==> src/rtl/axi_write_router.sv <==
// AXI write-path router: decodes AWADDR, steers AW/W/B to one slave or DECERR sink.
// Define AXI_WR_BEAT_CHECK_EN to count W beats and derive WLAST from AWLEN.
module axi_write_router #(
  parameter int NUM_SLAVES  = 2,
  parameter int REGION_BITS = 16,
  parameter int ID_BITS     = 4,
  parameter int IDS_BITS    = 8,
  parameter int ADDR_BITS   = 32,
  parameter int DATA_BITS   = 32,
  parameter int LEN_BITS    = 4,
  parameter int SIZE_BITS   = 3
) (
  input  logic                        clk,
  input  logic                        rst,
  input  logic [IDS_BITS-ID_BITS-1:0] mid,
  input  logic [ID_BITS-1:0]          AWID_M,
  input  logic [ADDR_BITS-1:0]        AWADDR_M,
  input  logic [LEN_BITS-1:0]         AWLEN_M,
  input  logic [SIZE_BITS-1:0]        AWSIZE_M,
  input  logic [1:0]                  AWBURST_M,
  input  logic                        AWVALID_M,
  output logic                        AWREADY_M,
  input  logic [DATA_BITS-1:0]        WDATA_M,
  input  logic [DATA_BITS/8-1:0]      WSTRB_M,
  input  logic                        WLAST_M,
  input  logic                        WVALID_M,
  output logic                        WREADY_M,
  output logic [ID_BITS-1:0]          BID_M,
  output logic [1:0]                  BRESP_M,
  output logic                        BVALID_M,
  input  logic                        BREADY_M,
  output logic [IDS_BITS-1:0]         AWID_S    [NUM_SLAVES],
  output logic [ADDR_BITS-1:0]        AWADDR_S  [NUM_SLAVES],
  output logic [LEN_BITS-1:0]         AWLEN_S   [NUM_SLAVES],
  output logic [SIZE_BITS-1:0]        AWSIZE_S  [NUM_SLAVES],
  output logic [1:0]                  AWBURST_S [NUM_SLAVES],
  output logic [NUM_SLAVES-1:0]       AWVALID_S,
  input  logic [NUM_SLAVES-1:0]       AWREADY_S,
  output logic [DATA_BITS-1:0]        WDATA_S   [NUM_SLAVES],
  output logic [DATA_BITS/8-1:0]      WSTRB_S   [NUM_SLAVES],
  output logic [NUM_SLAVES-1:0]       WLAST_S,
  output logic [NUM_SLAVES-1:0]       WVALID_S,
  input  logic [NUM_SLAVES-1:0]       WREADY_S,
  input  logic [IDS_BITS-1:0]         BID_S     [NUM_SLAVES],
  input  logic [1:0]                  BRESP_S   [NUM_SLAVES],
  input  logic [NUM_SLAVES-1:0]       BVALID_S,
  output logic [NUM_SLAVES-1:0]       BREADY_S,
  output logic                        busy
);

  localparam int SW = $clog2(NUM_SLAVES + 1);
  localparam logic [SW-1:0] DEF = SW'(NUM_SLAVES);

  localparam logic [1:0] IDLE = 2'd0;
  localparam logic [1:0] DATA = 2'd1;
  localparam logic [1:0] RESP = 2'd2;

  logic [1:0]           state;
  logic [SW-1:0]        sel_q;
  logic [ID_BITS-1:0]   id_q;
  logic [LEN_BITS-1:0]  len_q;
  logic [ADDR_BITS-1:0] idx;
  logic                 hit;
  logic [SW-1:0]        dec;
  logic                 aw_hs;
  logic                 w_hs;
  logic                 b_hs;
  logic                 last;
  logic                 err;
  logic [1:0]           resp;

  // Full-width compare so aliased upper idx bits fall to the default slave
  assign idx   = AWADDR_M >> REGION_BITS;
  assign hit   = idx < ADDR_BITS'(NUM_SLAVES);
  assign dec   = hit ? idx[SW-1:0] : DEF;
  assign aw_hs = AWVALID_M & AWREADY_M;
  assign w_hs  = WVALID_M & WREADY_M;
  assign b_hs  = BVALID_M & BREADY_M;
  assign busy  = state != IDLE;

`ifdef AXI_WR_BEAT_CHECK_EN
  logic [LEN_BITS-1:0] cnt;

  assign last = cnt == len_q;

  always_ff @(posedge clk or posedge rst) begin
    if (rst) begin
      cnt <= '0;
      err <= 1'b0;
    end else if (aw_hs) begin
      cnt <= '0;
      err <= 1'b0;
    end else if (w_hs) begin
      cnt <= cnt + 1'b1;
      if (WLAST_M != last) err <= 1'b1;
    end
  end
`else
  logic unused_len;

  assign last       = WLAST_M;
  assign err        = 1'b0;
  assign unused_len = ^len_q;
`endif

  always_ff @(posedge clk or posedge rst) begin
    if (rst) begin
      state <= IDLE;
      sel_q <= '0;
      id_q  <= '0;
      len_q <= '0;
    end else begin
      unique case (state)
        IDLE: if (aw_hs) begin
          state <= DATA;
          sel_q <= dec;
          id_q  <= AWID_M;
          len_q <= AWLEN_M;
        end
        DATA: if (w_hs && last) state <= RESP;
        RESP: if (b_hs) state <= IDLE;
        default: state <= IDLE;
      endcase
    end
  end

  always_comb begin
    AWREADY_M = 1'b0;
    WREADY_M  = 1'b0;
    BVALID_M  = 1'b0;
    BID_M     = '0;
    resp      = 2'b00;
    AWVALID_S = '0;
    WLAST_S   = '0;
    WVALID_S  = '0;
    BREADY_S  = '0;
    for (int i = 0; i < NUM_SLAVES; i++) begin
      AWID_S[i]    = '0;
      AWADDR_S[i]  = '0;
      AWLEN_S[i]   = '0;
      AWSIZE_S[i]  = '0;
      AWBURST_S[i] = '0;
      WDATA_S[i]   = '0;
      WSTRB_S[i]   = '0;
    end
    unique case (state)
      IDLE: if (!rst) begin
        AWREADY_M = dec == DEF;
        for (int i = 0; i < NUM_SLAVES; i++) begin
          if (SW'(i) == dec) begin
            AWVALID_S[i] = AWVALID_M;
            AWID_S[i]    = {AWID_M, mid};
            AWADDR_S[i]  = AWADDR_M;
            AWLEN_S[i]   = AWLEN_M;
            AWSIZE_S[i]  = AWSIZE_M;
            AWBURST_S[i] = AWBURST_M;
            AWREADY_M    = AWREADY_S[i];
          end
        end
      end
      DATA: begin
        WREADY_M = sel_q == DEF;
        for (int i = 0; i < NUM_SLAVES; i++) begin
          if (SW'(i) == sel_q) begin
            WDATA_S[i]  = WDATA_M;
            WSTRB_S[i]  = WSTRB_M;
            WLAST_S[i]  = last;
            WVALID_S[i] = WVALID_M;
            WREADY_M    = WREADY_S[i];
          end
        end
      end
      RESP: begin
        if (sel_q == DEF) begin
          BVALID_M = 1'b1;
          BID_M    = id_q;
          resp     = 2'b11;
        end
        for (int i = 0; i < NUM_SLAVES; i++) begin
          if (SW'(i) == sel_q) begin
            BVALID_M    = BVALID_S[i];
            BREADY_S[i] = BREADY_M;
            BID_M       = BID_S[i][IDS_BITS-1 -: ID_BITS];
            resp        = BRESP_S[i];
          end
        end
        if (err && resp != 2'b11) resp = 2'b10;
      end
      default: ;
    endcase
    BRESP_M = resp;
  end

  logic [NUM_SLAVES-1:0] unused_bid;

  always_comb begin
    for (int i = 0; i < NUM_SLAVES; i++)
      unused_bid[i] = ^BID_S[i][IDS_BITS-ID_BITS-1:0];
  end

endmodule

==> config.mk <==
export PLATFORM = sky130hd
export DESIGN_NAME = axi_write_router
export DESIGN_NICKNAME = d
export VERILOG_FILES = /design/src/rtl/axi_write_router.sv
export SDC_FILE = /design/constraint.sdc
export NUM_CORES = 1
export LEC_CHECK = 0
export BUFFER_PORTS_ARGS = -buffer_cell sky130_fd_sc_hd__buf_2
export CAP_MARGIN = 20
export CORE_AREA = 2 2 118 120
export DETAILED_ROUTE_END_ITERATION = 8
export DIE_AREA = 0 0 120 122
export PLACE_DENSITY = 0.45
export SKIP_CTS_REPAIR_TIMING = 1
export SLEW_MARGIN = 20
export SYNTH_ARGS = -nofsm -noshare
export SYNTH_HDL_FRONTEND = slang
export SYNTH_SLANG_ARGS = --single-unit
export TNS_END_PERCENT = 50
==> constraint.sdc <==
create_clock -name clk -period 4.45 [get_ports clk]
set_input_delay 0.89 -clock clk [delete_from_list [all_inputs] [get_ports clk]]
set_output_delay 0.89 -clock clk [all_outputs]
set_load 0.005 [all_outputs]
==> results of run 1 <==
[logic make-up (layout without fill, tap and decap cells)]
kind of cell	Yosys count	in the layout
buffers and inverters	61	277
multiplexers	8	8
other	1	31
flip-flops	8	8
AO/OA/AOI/OAI	17	17
AND/OR/NAND/NOR	183	183
[path summary, 6_finish.rpt]
kind	startpoint	to	slack, ns	cells past startpoint
worst max-delay path	AWADDR_M[21]	AWADDR_S[10]	1.24	7
worst min-delay path	id_q[0]	id_q[0]	0.51	1
worst max register to register	sel_q[1]	state[0]	2.72	4
worst min register to register	id_q[0]	id_q[0]	0.51	1
max in group asynchronous	rst	id_q[1]	3.61	2
min in group asynchronous	rst	state[1]	0.61	2
[state kept, by name, summed over array words and instances (netlist names)]
name,flops
id_q,4
state,2
sel_q,2
[power by group through the flow]
stage	Sequential [mW]	Combinational (mW)	Clock, mW
final	0.148	0.505	0.146
after global routing	0.155	0.562	0.155
after CTS	0.150	0.489	0.150
after detailed placement	0.151	0.488	0
after global placement	0.148	0.472	0
after floorplan	0.121	0.323	0
[layout make-up]
| class | count | area, um2 | share of cell area, % |
|---|---|---|---|
| multi-input cells | 239 | 1520 | 44.4 |
| flip-flops and latches | 8 | 200 | 5.87 |
| well taps | 180 | 225 | 6.60 |
| repair buffers | 269 | 1380 | 40.4 |
| clock buffers | 3 | 75.1 | 2.20 |
| inverters | 5 | 18.8 | 0.550 |
[through the flow]
stage	area, um2	utilization [%]
after floorplan	2070	-
after global placement	3300	24.5
after detailed placement	3310	24.5
after CTS	3380	25.1
after global routing	3410	25.3
final	3410	25.3
[routing by layer]
metal,wire (um),track usage [%],up-vias
met3,738,0.843,4
met4,57,2.28,0
met5,0,0,-
met2,4740,21.9,187
met1,3370,11.1,1250
li1,-,-,1362
[worst max-delay path: cells and delay by family]
| kind | cells | cell delay (ns) |
|---|---|---|
| simple gates | 4 | 0.89 |
| buf+inv | 3 | 0.53 |
[Yosys cell counts, drive strengths merged, types with 4 or more instances]
cell / n
a21oi: 5
and2: 68
and3: 79
buf: 35
clkbuf: 21
dfrtp: 8
inv: 5
mux2: 4
mux2i: 4
nand2b: 4
nor2: 14
nor2b: 4
nor4: 5
o21ai: 6
==> run metrics, run 1 <==
result of the run finished clean; TritonCTS clock tree yes; cells taking the most area after synthesis sky130_fd_sc_hd__and3_1 (25%), sky130_fd_sc_hd__and2_1 (22%), sky130_fd_sc_hd__buf_4 (12%); Clock Tree Root sky130_fd_sc_hd__clkbuf_16; pre-CTS worst setup slack 1.19 ns; Net Sw Power 0.356 mW; Mean Syn Cell Area 7.04 um2; Warnings, synthesis 0; antenna diode instance count 0; I/O pin cnt 305; number of different library cells in the post-synthesis netlist 32; Final WS setup 1.24 ns; number of design rule violations left after detail routing 0; HP Class reg -> reg; total global routing overflow 0; maximum resistive drop on vdd 0.000135 V; fraction of synthesized cell area in xor and xnor cells 0%; fraction of layout instances using a drive strength above 1 55.2%; post-route ant nets 0; area inside the core boundary 13500 um2; standard-cell row count 43; delay of the slowest cell on the worst path 0.32 ns; final worst path period need 3.21 ns; Non-Filler Instances 704; library cell with the largest summed area after synthesis sky130_fd_sc_hd__and3_1; EDFF count, synth 0; #FFs+latches synth 8; share of synthesized cell area in and, or, nand and nor gates 60.7%; number of global-route vias before repair 2508; Post-Synth Adder-Cell Area 0%; max-slew violation total from the final report 0; post-detailed-route via-to-cell ratio 3.98; placer's final routability congestion estimate 0.731; largest clock skew in the final design 0.000172 ns; synthesized-area fraction occupied by ao, oa, aoi and oai cells 5.56%; number of buffers added on ports 265; final-report hold violation count 0; setup tns final 0 ns; fraction of synthesis flops using an asynchronous set or reset pin 100%; portion of netlist area occupied by mux cells 4.35%; CTS buffer count 3; power density over the cells 234 nW/um2; synthesis-to-finish area growth 74.3%; Critical Path Fanout Max 35; share of power burned in the clock network 18.3%; starting density of the core 14.5%; startpoint-to-endpoint class of the critical path in -> out; nature of the critical path startpoint input pin; max-cap violations 0; DRC marker count from the first detailed-route iteration 58; actual slew at the worst max-slew pin 0.794 ns; number of detailed-routing iterations run before antenna repair 4; Cell Count Post-Placement 700; number of fill cells 1508; total number of vias 2803; height of the die 122 um; dominant combinational cell family by area after synthesis simple AND/OR/NAND/NOR gates; post-route worst hold slack 0.513 ns; number of H-tree levels 1; count of nets after finishing 643; share of total power in combinational logic 63.2%; global-route wire length before repair 12200 um; largest net degree at the start of global routing 79; leading cell types in the layout, fill and taps excluded sky130_fd_sc_hd__buf_2 (265), sky130_fd_sc_hd__and3_1 (79), sky130_fd_sc_hd__and2_1 (68), sky130_fd_sc_hd__conb_1 (31), sky130_fd_sc_hd__nor2_1 (13); part of the cycle the worst path needs 72.1%; highest clock rate 312 MHz; clock slew at reported path FFs 0.04 ns; setup repair after global routing missed its margin false; switching share of total power 44.5%; register share of total power 18.5%; Data arrival, critical path 2.32 ns; worst max-slew margin expressed relative to the limit 46.9%; required time of the worst setup path 3.56 ns; Die Footprint 14600 um2; internal power contribution 0.444 mW; cell area after technology mapping 1960 um2; Pleak 2.44 nW; Final Total Pwr 0.799 mW; most common library cell in the layout ignoring fill and taps sky130_fd_sc_hd__buf_2; clock net sink count 8; most frequent cell on the critical path sky130_fd_sc_hd__buf_2; Setup Viol. Count Final 0; antenna violations before repair 0; die boundary width 120 um; Critical Path Slowest Stage Cell sky130_fd_sc_hd__nor3_1; Total Routed Length 8910 um; post-synthesis sequential area ratio 10.2%; clock latency on the worst-skew pair 0.23 ns; CTS Buffer Depth 2; Total Routing Usage GR 10.5%; Wirelength per Cell 12.7 um; top cell type's share of synthesized area 25.3%; sum of net half-perimeters after detailed placement 7450 um; most used flip-flop cell after synthesis sky130_fd_sc_hd__dfrtp_1; endpoint kind of the worst setup timing path primary output; number of standard cells after synthesis 278; CP Cell Sequence buf_2, nor3_1, nand4_4, nor4_4, buf_4, and2_1, buf_2
No activity file was read; power rests on OpenSTA's default activity.
==> inputs of run 2 (changes only) <==
Settings changed: CORE_AREA 2 2 118 120 to 2 2 119 121, DIE_AREA 0 0 120 122 to 0 0 121 123, PLACE_DENSITY 0.45 to 0.44.
Clock period 4.45 ns to 3.35 ns, I/O delays scaled along.
==> run 2 against run 1 <==
Effect of this change:
- first-iteration DRC count up 31%
- sequential share of layout area is essentially flat
- critical path type unchanged
- largest power group unchanged
- sequential power increased by 37%
- combinational power increased by 30%
==> run metrics, run 2 (same netlist as run 1, synthesis figures left out) <==
power density over the cells 309 nW/um2 (was 234 nW/um2); clock slew at reported path FFs 0.04 ns (about the same); pre-CTS worst setup slack 0.415 ns (was 1.19 ns); setup tns final 0 ns (unchanged); post-route ant nets 0 (unchanged); actual slew at the worst max-slew pin 0.590 ns (was 0.794 ns); register bank with the most flops id_q (unchanged); number of fill cells 1514 (was 1508); die boundary width 121 um (was 120 um); startpoint-to-endpoint class of the critical path in -> out (unchanged); Critical Path Slowest Stage Cell sky130_fd_sc_hd__nor4_4 (was sky130_fd_sc_hd__nor3_1); DRC marker count from the first detailed-route iteration 76 (was 58); reg2reg setup slack 1.63 ns (was 2.72 ns); number of buffers added on ports 265 (unchanged); largest clock skew in the final design 0.000230 ns (was 0.000172 ns); global-route wire length before repair 12000 um (was 12200 um); max-cap violations 0 (unchanged); largest registers in the final layout id_q: 4 flops, sel_q: 2 flops, state: 2 flops (unchanged); worst max-slew margin expressed relative to the limit 60.6% (was 46.9%); max-slew violation total from the final report 0 (unchanged); Cell Count Post-Placement 702 (was 700); Total Routing Usage GR 10.3% (was 10.5%); final-report hold violation count 0 (unchanged); Final Total Pwr 1.06 mW (was 0.799 mW); Clock Tree Root sky130_fd_sc_hd__clkbuf_16 (unchanged); part of the cycle the worst path needs 86.5%; endpoint kind of the worst setup timing path primary output (unchanged); most common library cell in the layout ignoring fill and taps sky130_fd_sc_hd__buf_2 (unchanged); Wirelength per Cell 12.6 um (was 12.7 um); number of design rule violations left after detail routing 0 (unchanged); highest clock rate 345 MHz; area inside the core boundary 13600 um2 (was 13500 um2); total number of vias 2769 (was 2803); height of the die 123 um (was 122 um); leading cell types in the layout, fill and taps excluded sky130_fd_sc_hd__buf_2 (265), sky130_fd_sc_hd__and3_1 (79), sky130_fd_sc_hd__and2_1 (68), sky130_fd_sc_hd__conb_1 (31), sky130_fd_sc_hd__nor2_1 (13) (unchanged); number of detailed-routing iterations run before antenna repair 4 (unchanged); largest net degree at the start of global routing 49 (was 79); sum of net half-perimeters after detailed placement 7600 um (was 7450 um); number of H-tree levels 1 (unchanged); antenna diode instance count 0 (unchanged); Critical Path Fanout Max 27 (was 35); maximum resistive drop on vdd 0.000154 V (was 0.000135 V); Data arrival, critical path 2.23 ns (was 2.32 ns); CTS buffer count 3 (unchanged); total global routing overflow 0 (unchanged); starting density of the core 14.4% (was 14.5%); flip-flop count of the largest register after layout 4 (unchanged); Setup Viol. Count Final 0 (unchanged); count of nets after finishing 644 (was 643); Non-Filler Instances 705 (was 704); Pleak 2.45 nW (was 2.44 nW); post-detailed-route via-to-cell ratio 3.93 (was 3.98); number of global-route vias before repair 2432 (was 2508); result of the run finished clean (unchanged); fraction of layout instances using a drive strength above 1 55.2% (about the same); placer's final routability congestion estimate 0.778 (was 0.731); reg-to-reg critical path startpoint state[0] (was sel_q[1]); HP Class in -> async (was reg -> reg); most frequent cell on the critical path sky130_fd_sc_hd__buf_2 (unchanged); required time of the worst setup path 2.68 ns (was 3.56 ns); nature of the critical path startpoint input pin (unchanged); synthesis-to-finish area growth 74.7% (was 74.3%); final worst path period need 2.90 ns; CP Cell Sequence buf_2, nor3_1, nand4_4, nor4_4, buf_12, and2_1, buf_2 (was buf_2, nor3_1, nand4_4, nor4_4, buf_4, and2_1, buf_2); Final WS setup 0.453 ns (was 1.24 ns); Total Routed Length 8890 um (was 8910 um); setup repair after global routing missed its margin false (unchanged); clock net sink count 8 (unchanged); delay of the slowest cell on the worst path 0.43 ns (was 0.32 ns); endpoint of the most critical register-to-register path id_q[1] (was state[0]); cells on worst reg2reg path 4 (unchanged); Post-Place Cell Area 3340 um2 (was 3310 um2); antenna violations before repair 0 (unchanged); post-route cell area 3420 um2 (was 3410 um2); standard-cell row count 43 (unchanged); I/O pin cnt 305 (unchanged); TritonCTS clock tree yes (unchanged); Die Footprint 14900 um2 (was 14600 um2); CTS Buffer Depth 2 (unchanged); clock latency on the worst-skew pair 0.23 ns (about the same)
[run 2: cell count changes in the layout (fill, tap and decap cells not counted), sizes merged]
cell	delta
buf	+1
[run 2: layout make-up]
type,count,area (um2),share of cell area [%]
multi-input cells,239,1510,44.2
repair buffers,270,1390,40.6
well taps,180,225,6.59
flip-flops and latches,8,200,5.86
clock buffers,3,75.1,2.20
inverters,5,18.8,0.549
[run 2: stage by stage]
step | hold WS (ns) | util (%)
after detailed placement | 0.509 | 24.6
after floorplan | 0.479 | -
after CTS | 0.417 | 25.1
final | 0.400 | 25.1
after global placement | 0.499 | 24.6
after global routing | 0.432 | 25.1
[run 2: power by group]
part | switching, mW | internal (mW) | total, mW | leakage [nW]
registers | 0.0653 | 0.138 | 0.203 | 0.0971
logic | 0.362 | 0.294 | 0.656 | 2.31
clock network | 0.0429 | 0.154 | 0.196 | 0.0370
[run 2: layer usage]
metal | share of wire, % | GRT usage (%)
met5 | 0 | 0
met1 | 35 | 10.7
met4 | 0.62 | 2.40
met3 | 10 | 1.52
met2 | 55 | 21.5
[run 2: worst max-delay path by stage]
stage,startpoint,to,depth (start not counted)
floorplan,AWADDR_M[21],AWADDR_S[15],5
global placement,AWADDR_M[21],AWADDR_S[0],7
detailed placement,AWADDR_M[21],AWADDR_S[11],7
CTS,AWADDR_M[21],AWADDR_S[11],7
global route,AWADDR_M[21],AWADDR_S[11],7
finish,AWADDR_M[21],AWADDR_S[0],7
[run 2: critical path: cells and delay by family]
family | cells | cell delay, ns
buffers and inverters | 3 | 0.44
AND/OR/NAND/NOR | 4 | 1.11
